<file path="config.mk">
export PLATFORM = sky130hd
export DESIGN_NAME = cell_renderer
export DESIGN_NICKNAME = d
export VERILOG_FILES = /design/src/rtl/cell_renderer.sv
export SDC_FILE = /design/constraint.sdc
export NUM_CORES = 1
export LEC_CHECK = 0
export CORE_UTILIZATION = 37
export CTS_CLUSTER_DIAMETER = 40
export CTS_CLUSTER_SIZE = 10
export DETAILED_ROUTE_END_ITERATION = 7
export PLACE_DENSITY = 0.74
export SETUP_SLACK_MARGIN = 0.4
export SYNTH_ARGS = -nofsm -noshare
export SYNTH_HDL_FRONTEND = slang
export SYNTH_SLANG_ARGS = --single-unit
</file>
<file path="constraint.sdc">
create_clock -name iclk -period 1.9 [get_ports iclk]
set_input_delay 0.38 -clock iclk [delete_from_list [all_inputs] [get_ports iclk]]
set_output_delay 0.38 -clock iclk [all_outputs]
set_load 0.05 [all_outputs]
</file>
<file path="src/rtl/cell_renderer.sv">
// cell_renderer
// Turns active-area pixel coordinates into cell line/column indices for the
// ant FSM's read address. Combines the returned cell colour with grid lines,
// the ant cell and its heading marker into a 12-bit RGB stream. DE and syncs
// are delayed so they stay aligned with the colour.
//
// Ports
//   iclk, irst_n            pixel clock, async active-low reset
//   ide, ihsync, ivsync     video timing in
//   ipix_x, ipix_y          active-area pixel coordinates (valid when ide=1)
//   oline, ocolumn          cell indices to the FSM, 1 cycle after the pixel
//   ird_data                cell colour from memory (1 = black), C_RD_LATENCY
//                           cycles after oline/ocolumn
//   icur_pos_x/y, idirection  ant position/heading (0 up,1 down,2 left,3 right)
//   orgb, ode, ohsync, ovsync  pixel out, C_RD_LATENCY+2 cycles after input
module cell_renderer #(
    parameter int C_NUM_OF_CELLS_X = 5,
    parameter int C_NUM_OF_CELLS_Y = 5,
    parameter int C_CELL_WIDTH     = 16,
    parameter int C_CELL_HEIGHT    = 16,
    parameter int C_RD_LATENCY     = 2,   // must be >= 1
    localparam int CW = $clog2((C_NUM_OF_CELLS_X + C_NUM_OF_CELLS_Y) / 2)
) (
    input  logic          iclk,
    input  logic          irst_n,
    input  logic          ide,
    input  logic          ihsync,
    input  logic          ivsync,
    input  logic [10:0]   ipix_x,
    input  logic [10:0]   ipix_y,
    output logic [CW-1:0] oline,
    output logic [CW-1:0] ocolumn,
    input  logic          ird_data,
    input  logic [CW-1:0] icur_pos_x,
    input  logic [CW-1:0] icur_pos_y,
    input  logic [1:0]    idirection,
    output logic [11:0]   orgb,
    output logic          ode,
    output logic          ohsync,
    output logic          ovsync
);

    localparam int SXW = (C_CELL_WIDTH  > 1) ? $clog2(C_CELL_WIDTH)  : 1;
    localparam int SYW = (C_CELL_HEIGHT > 1) ? $clog2(C_CELL_HEIGHT) : 1;
    localparam int L   = C_RD_LATENCY;

    localparam logic [SXW-1:0] SX_LAST = SXW'(C_CELL_WIDTH - 1);
    localparam logic [SYW-1:0] SY_LAST = SYW'(C_CELL_HEIGHT - 1);
    localparam logic [SXW-1:0] SX_EDGE = SXW'(C_CELL_WIDTH - 2);
    localparam logic [SYW-1:0] SY_EDGE = SYW'(C_CELL_HEIGHT - 2);
    localparam logic [CW-1:0]  COL_LAST = CW'(C_NUM_OF_CELLS_X - 1);
    localparam logic [CW-1:0]  ROW_LAST = CW'(C_NUM_OF_CELLS_Y - 1);

    typedef struct packed {
        logic ingrid;
        logic grid;
        logic ant;
        logic mark;
    } attr_t;

    typedef struct packed {
        logic de;
        logic hs;
        logic vs;
    } sync_t;

    // stage 1 state
    logic [SXW-1:0] subx;
    logic [SYW-1:0] suby;
    logic           colv, rowv;
    logic [CW-1:0]  snap_x, snap_y;
    logic [1:0]     snap_dir;

    logic x0, y0;
    assign x0 = (ipix_x == 11'd0);
    assign y0 = (ipix_y == 11'd0);

    // Coordinate counters. Columns restart on every x==0; rows only restart
    // on the (0,0) pixel, so a reset mid-frame leaves rowv low until then.
    always_ff @(posedge iclk or negedge irst_n) begin
        if (!irst_n) begin
            subx     <= '0;
            suby     <= '0;
            ocolumn  <= '0;
            oline    <= '0;
            colv     <= 1'b0;
            rowv     <= 1'b0;
            snap_x   <= '0;
            snap_y   <= '0;
            snap_dir <= '0;
        end else if (ide) begin
            if (x0) begin
                subx    <= '0;
                ocolumn <= '0;
                colv    <= 1'b1;
                if (y0) begin
                    suby     <= '0;
                    oline    <= '0;
                    rowv     <= 1'b1;
                    // ant state is frozen per frame to avoid tearing
                    snap_x   <= icur_pos_x;
                    snap_y   <= icur_pos_y;
                    snap_dir <= idirection;
                end else if (suby == SY_LAST) begin
                    suby <= '0;
                    if (oline == ROW_LAST) rowv  <= 1'b0;
                    else                   oline <= oline + 1'b1;
                end else begin
                    suby <= suby + 1'b1;
                end
            end else if (subx == SX_LAST) begin
                subx <= '0;
                if (ocolumn == COL_LAST) colv    <= 1'b0;
                else                     ocolumn <= ocolumn + 1'b1;
            end else begin
                subx <= subx + 1'b1;
            end
        end
    end

    // per-pixel attributes derived from stage 1, aligned later with ird_data
    attr_t attr_s1;
    always_comb begin
        attr_s1        = '0;
        attr_s1.ingrid = colv & rowv;
        attr_s1.grid   = (subx == '0) | (suby == '0);
        attr_s1.ant    = colv & rowv & (oline == snap_y) & (ocolumn == snap_x);
        unique case (snap_dir)
            2'd0:    attr_s1.mark = (suby < SYW'(2));
            2'd1:    attr_s1.mark = (suby >= SY_EDGE);
            2'd2:    attr_s1.mark = (subx < SXW'(2));
            default: attr_s1.mark = (subx >= SX_EDGE);
        endcase
    end

    // attr_pipe[L-1] lines up with ird_data; sync_pipe[L] lines up with both
    attr_t [L-1:0] attr_pipe;
    sync_t [L:0]   sync_pipe;

    always_ff @(posedge iclk or negedge irst_n) begin
        if (!irst_n) begin
            attr_pipe <= '0;
            sync_pipe <= '0;
        end else begin
            attr_pipe[0] <= attr_s1;
            for (int i = 1; i < L; i++) attr_pipe[i] <= attr_pipe[i-1];
            sync_pipe[0] <= '{de: ide, hs: ihsync, vs: ivsync};
            for (int i = 1; i <= L; i++) sync_pipe[i] <= sync_pipe[i-1];
        end
    end

    attr_t       a_d;
    sync_t       s_d;
    logic [11:0] rgb_next;

    assign a_d = attr_pipe[L-1];
    assign s_d = sync_pipe[L];

    // ird_data is taken as-is; stale data outside the FSM's read state is shown
    always_comb begin
        rgb_next = 12'h000;
        if (!s_d.de)                 rgb_next = 12'h000;
        else if (!a_d.ingrid)        rgb_next = 12'h008;
        else if (a_d.ant && a_d.mark) rgb_next = 12'hFF0;
        else if (a_d.ant)            rgb_next = 12'hF00;
        else if (a_d.grid)           rgb_next = 12'h444;
        else if (ird_data)           rgb_next = 12'h000;
        else                         rgb_next = 12'hFFF;
    end

    always_ff @(posedge iclk or negedge irst_n) begin
        if (!irst_n) begin
            orgb   <= 12'h000;
            ode    <= 1'b0;
            ohsync <= 1'b0;
            ovsync <= 1'b0;
        end else begin
            orgb   <= rgb_next;
            ode    <= s_d.de;
            ohsync <= s_d.hs;
            ovsync <= s_d.vs;
        end
    end

endmodule

</file>
==> flow_summary.html <==
<table>
<tr><th>Metric</th><th>Value</th></tr>
<tr><th colspan="2">Place</th></tr>
<tr><td>Dpl cells</td><td>316</td></tr>
<tr><td>Number of buffers added on ports</td><td>56</td></tr>
<tr><td>Detailed-placement wirelength estimate</td><td>3220 um</td></tr>
<tr><td>Global placement routability congestion</td><td>0.812</td></tr>
<tr><td>Pre-CTS setup slack</td><td>-0.252 ns</td></tr>
<tr><td>Placed standard-cell area</td><td>2890 sq um</td></tr>
<tr><th colspan="2">Critical path</th></tr>
<tr><td>Register-to-register path setup slack</td><td>0.44 ns</td></tr>
<tr><td>Largest delay share family, worst path</td><td>compound AO/OA/AOI/OAI gates</td></tr>
<tr><td>Worst EP arrival</td><td>1.66 ns</td></tr>
<tr><td>Required time at the worst-slack endpoint</td><td>2.10 ns</td></tr>
<tr><td>Crit path capture type</td><td>flip-flop</td></tr>
<tr><td>Buf/Inv on CP</td><td>0</td></tr>
<tr><td>Critical Path, Cell by Cell</td><td>ha_1 -&gt; and3_4 -&gt; nand2_1 -&gt; o31a_1 -&gt; o22a_2</td></tr>
<tr><td>Launching element type of the critical path</td><td>flip-flop</td></tr>
<tr><td>Maximum fanout count along the critical path</td><td>4</td></tr>
<tr><td>WS Path Type</td><td>reg -&gt; reg</td></tr>
<tr><td>Slowest cell on crit path</td><td>dfrtp_1</td></tr>
<tr><td>Maximum cell stage delay along the critical path</td><td>0.39 ns</td></tr>
<tr><th colspan="2">Pwr</th></tr>
<tr><td>Static leakage</td><td>1.42 nW</td></tr>
<tr><td>Peak VDD IR</td><td>0.402 mV</td></tr>
<tr><td>Cell Pwr Density</td><td>781 nW/um^2</td></tr>
<tr><th colspan="2">Synthesis</th></tr>
<tr><td>Synth Instances</td><td>183</td></tr>
<tr><td>Cell accounting for the most synthesized area</td><td>dfrtp_1</td></tr>
<tr><td>Nets in the synthesized netlist</td><td>227</td></tr>
<tr><td>Flip-flop and latch count after synthesis</td><td>51</td></tr>
<tr><td>Fraction of synthesized cell area taken by the top area cell type</td><td>58.4%</td></tr>
<tr><td>Count of flip-flops with a built-in enable after synthesis</td><td>0</td></tr>
<tr><td>Average footprint of a synthesized cell</td><td>11.9 sq um</td></tr>
<tr><td>Async set or reset register ratio after synthesis</td><td>100%</td></tr>
<tr><td>Library cell with the highest instance count after synthesis</td><td>dfrtp_1</td></tr>
<tr><td>Top cells by count, synth</td><td>51 x dfrtp_1, 13 x nor2_1, 12 x nand3_1</td></tr>
<tr><td>Sequential fraction of the synthesis area</td><td>58.4%</td></tr>
<tr><td>Post-synthesis instance area</td><td>2190 sq um</td></tr>
<tr><td>Number of synthesis warnings</td><td>0</td></tr>
<tr><td>Number of distinct library cell variants in the gate-level netlist after synthesis</td><td>38</td></tr>
<tr><td>Ranking of synthesized cells by area</td><td>dfrtp_1 58%, mux2_2 4.6%, ha_1 4.6%</td></tr>
<tr><td>Dominant synthesized flop cell</td><td>dfrtp_1</td></tr>
<tr><th colspan="2">Floorplanning</th></tr>
<tr><td>Starting density of the core</td><td>39.0%</td></tr>
<tr><td>Number of placement rows</td><td>27</td></tr>
<tr><td>Horizontal extent of the die</td><td>78.9 um</td></tr>
<tr><td>Ports placed on the boundary</td><td>57</td></tr>
<tr><td>Core region area</td><td>5610 sq um</td></tr>
<tr><td>Die Y</td><td>78.9 um</td></tr>
<tr><td>Full die area</td><td>6220 sq um</td></tr>
<tr><th colspan="2">GRT</th></tr>
<tr><td>Total global-route track usage</td><td>15.4%</td></tr>
<tr><td>Initial antenna violation count</td><td>0</td></tr>
<tr><td>Total congestion overflow</td><td>0</td></tr>
<tr><td>Wire length of the first global-routing pass</td><td>7670 um</td></tr>
<tr><td>Vias in the first global route</td><td>1,719</td></tr>
<tr><td>Largest net degree at the start of global routing</td><td>25</td></tr>
<tr><th colspan="2">Timing</th></tr>
<tr><td>Period utilisation layout</td><td>76.9%</td></tr>
<tr><td>Max Slew Vio Count</td><td>0</td></tr>
<tr><td>Minimum clock period</td><td>1.46 ns</td></tr>
<tr><td>Total count of hold-check failures in the final report</td><td>0</td></tr>
<tr><td>Max frequency</td><td>0.684 GHz</td></tr>
<tr><td>Worst slew margin relative to its limit</td><td>76.2%</td></tr>
<tr><td>Worst Tran Pin Value</td><td>0.354 ns</td></tr>
<tr><td>Setup-violating endpoint count in the final report</td><td>0</td></tr>
<tr><td>RSZ-0062 raised after global routing</td><td>yes</td></tr>
<tr><td>Hold slack final</td><td>0.353 ns</td></tr>
<tr><td>Setup skew after layout</td><td>0.00662 ns</td></tr>
<tr><td>Final setup margin</td><td>0.439 ns</td></tr>
<tr><th colspan="2">Detailed routing</th></tr>
<tr><td>Via count of the routed design</td><td>1,692</td></tr>
<tr><td>Total wirelength of the detailed-routed design</td><td>4460 um</td></tr>
<tr><td>Number of iterations in the first detailed-routing pass</td><td>4</td></tr>
<tr><td>DRT iter0 DRCs</td><td>70</td></tr>
<tr><td>Post-DR wirelength/cell</td><td>13.6 um</td></tr>
<tr><td>Antenna-violating nets left</td><td>0</td></tr>
<tr><td>Count of unresolved DRC violations after routing</td><td>0</td></tr>
<tr><td>Post-detailed-route via-to-cell ratio</td><td>5.16</td></tr>
<tr><th colspan="2">Run</th></tr>
<tr><td>Count of maximum capacitance violations</td><td>0</td></tr>
<tr><th colspan="2">Run status</th></tr>
<tr><td>Run status</td><td>finished, final reports clean</td></tr>
<tr><th colspan="2">Clock tree</th></tr>
<tr><td>Depth of the CTS H-tree</td><td>2</td></tr>
<tr><td>Maximum root-to-sink buffer count</td><td>2</td></tr>
<tr><td>Number of clock buffers inserted by TritonCTS</td><td>5</td></tr>
<tr><td>Worst-path clk slew</td><td>0.09 ns</td></tr>
<tr><td>CTS tree</td><td>done</td></tr>
<tr><td>Latest clock arrival within the worst-skew pair</td><td>0.30 ns</td></tr>
<tr><td>Number of clock sinks seen by CTS</td><td>51</td></tr>
<tr><td>Root buffer cell</td><td>clkbuf_8</td></tr>
<tr><th colspan="2">Finish</th></tr>
<tr><td>Antenna cell count</td><td>0</td></tr>
<tr><td>Layout Cells excl Fill</td><td>328</td></tr>
<tr><td>Final-stage net count</td><td>300</td></tr>
<tr><td>Area growth, synth to finish</td><td>39.1%</td></tr>
<tr><td>Fillers</td><td>512</td></tr>
<tr><td>Post-route cell area</td><td>3040 sq um</td></tr>
<tr><td>Fraction of final layout cells with drive strength greater than 1</td><td>34.0%</td></tr>
<tr><th colspan="2">Hold path</th></tr>
<tr><td>Min-delay worst type</td><td>reg -&gt; reg</td></tr>
</table>
==> path summary, 6_finish.rpt <==
check | startpoint | to | cells past startpoint
worst min register to register | sync_pipe[4] | s_d[1] | 0
worst max register to register | suby[1] | oline[2] | 5
worst min-delay path | sync_pipe[4] | s_d[1] | 0
max in group asynchronous | irst_n | attr_pipe[3] | 3
worst max-delay path | suby[1] | oline[2] | 5
min in group asynchronous | irst_n | snap_y[1] | 2
==> registers in the layout (all words and copies together) (netlist names) <==
register	flops
a_d	4
attr_pipe	4
colv	1
ocolumn	3
ode	1
ohsync	1
oline	3
orgb	7
ovsync	1
rowv	1
s_d	3
snap_dir	2
snap_x	3
snap_y	3
subx	4
suby	4
sync_pipe	6
==> where the power goes <==
part	switching [mW]	leakage (nW)	internal [mW]
combinational	0.292	0.731	0.216
clock	0.337	0.0440	0.252
sequential	0.109	0.643	1.17
==> metal layers <==
metal | wire length, um | global-route usage, %
met1 | 1950 | 19.3
met2 | 2190 | 26.6
met3 | 264 | 3.56
met4 | 53 | 4.55
met5 | 0 | 0
==> per-stage QoR <==
stage	setup TNS, ns	power [mW]	utilization, %
3_5_place_dp	-3.02	1.81	51.5
6_report	0	2.37	54.2
3_3_place_gp	-2.46	1.79	51.5
5_1_grt	0	2.51	54.2
4_1_cts	0	2.39	55.0
2_1_floorplan	0	1.58	-
==> timing repair <==
action	in CTS	in global routing
resized for setup	85	33
hold buffers	1	0
pin swaps	9	8
buffers inserted	4	0
setup endpoints to repair	38	20
endpoints found under the hold margin	12	0
==> logic make-up (layout without fill, tap and decap cells) <==
kind of cell / count (synthesis) / after routing / synth area share (%)
mux: 9 / 9 / 4.64
xor+xnor: 6 / 6 / 2.40
fa+ha+maj: 8 / 8 / 4.58
compound gates: 29 / 29 / 9.50
buf+inv: 16 / 89 / 3.95
simple gates: 64 / 64 / 16.5
flops: 51 / 51 / 58.4
==> area by class of cell <==
cell class                      instances  area (sq um)  share of cell area (%)
Inverter                                9          33.8                    1.11
Tap cell                               72          90.1                    2.96
Clock inverter                          2          13.8                   0.453
Multi-Input combinational cell        116           930                    30.6
Timing Repair Buffer                   73           623                    20.5
Clock buffer                            5          68.8                    2.26
Sequential cell                        51          1280                    42.1
==> cell usage in the layout (no fill, tap or decap), types with 3 or more instances in the layout <==
cell,instances
nor4_4,4
clkbuf_2,16
dlygate4sd2_1,6
nand3_1,10
clkdlybuf4s15_1,5
and2_1,3
xor2_1,3
clkbuf_8,5
xnor2_1,3
buf_4,18
nor3_1,3
nor2_1,13
o21ai_0,7
clkdlybuf4s50_1,11
a22o_1,5
nor2b_1,4
dfrtp_1,47
dfrtp_2,4
inv_1,9
nand2_1,6
ha_1,8
and3_1,4
mux2_4,7
nand4_1,4
clkdlybuf4s15_2,10
No activity file was read; power rests on OpenSTA's default activity.
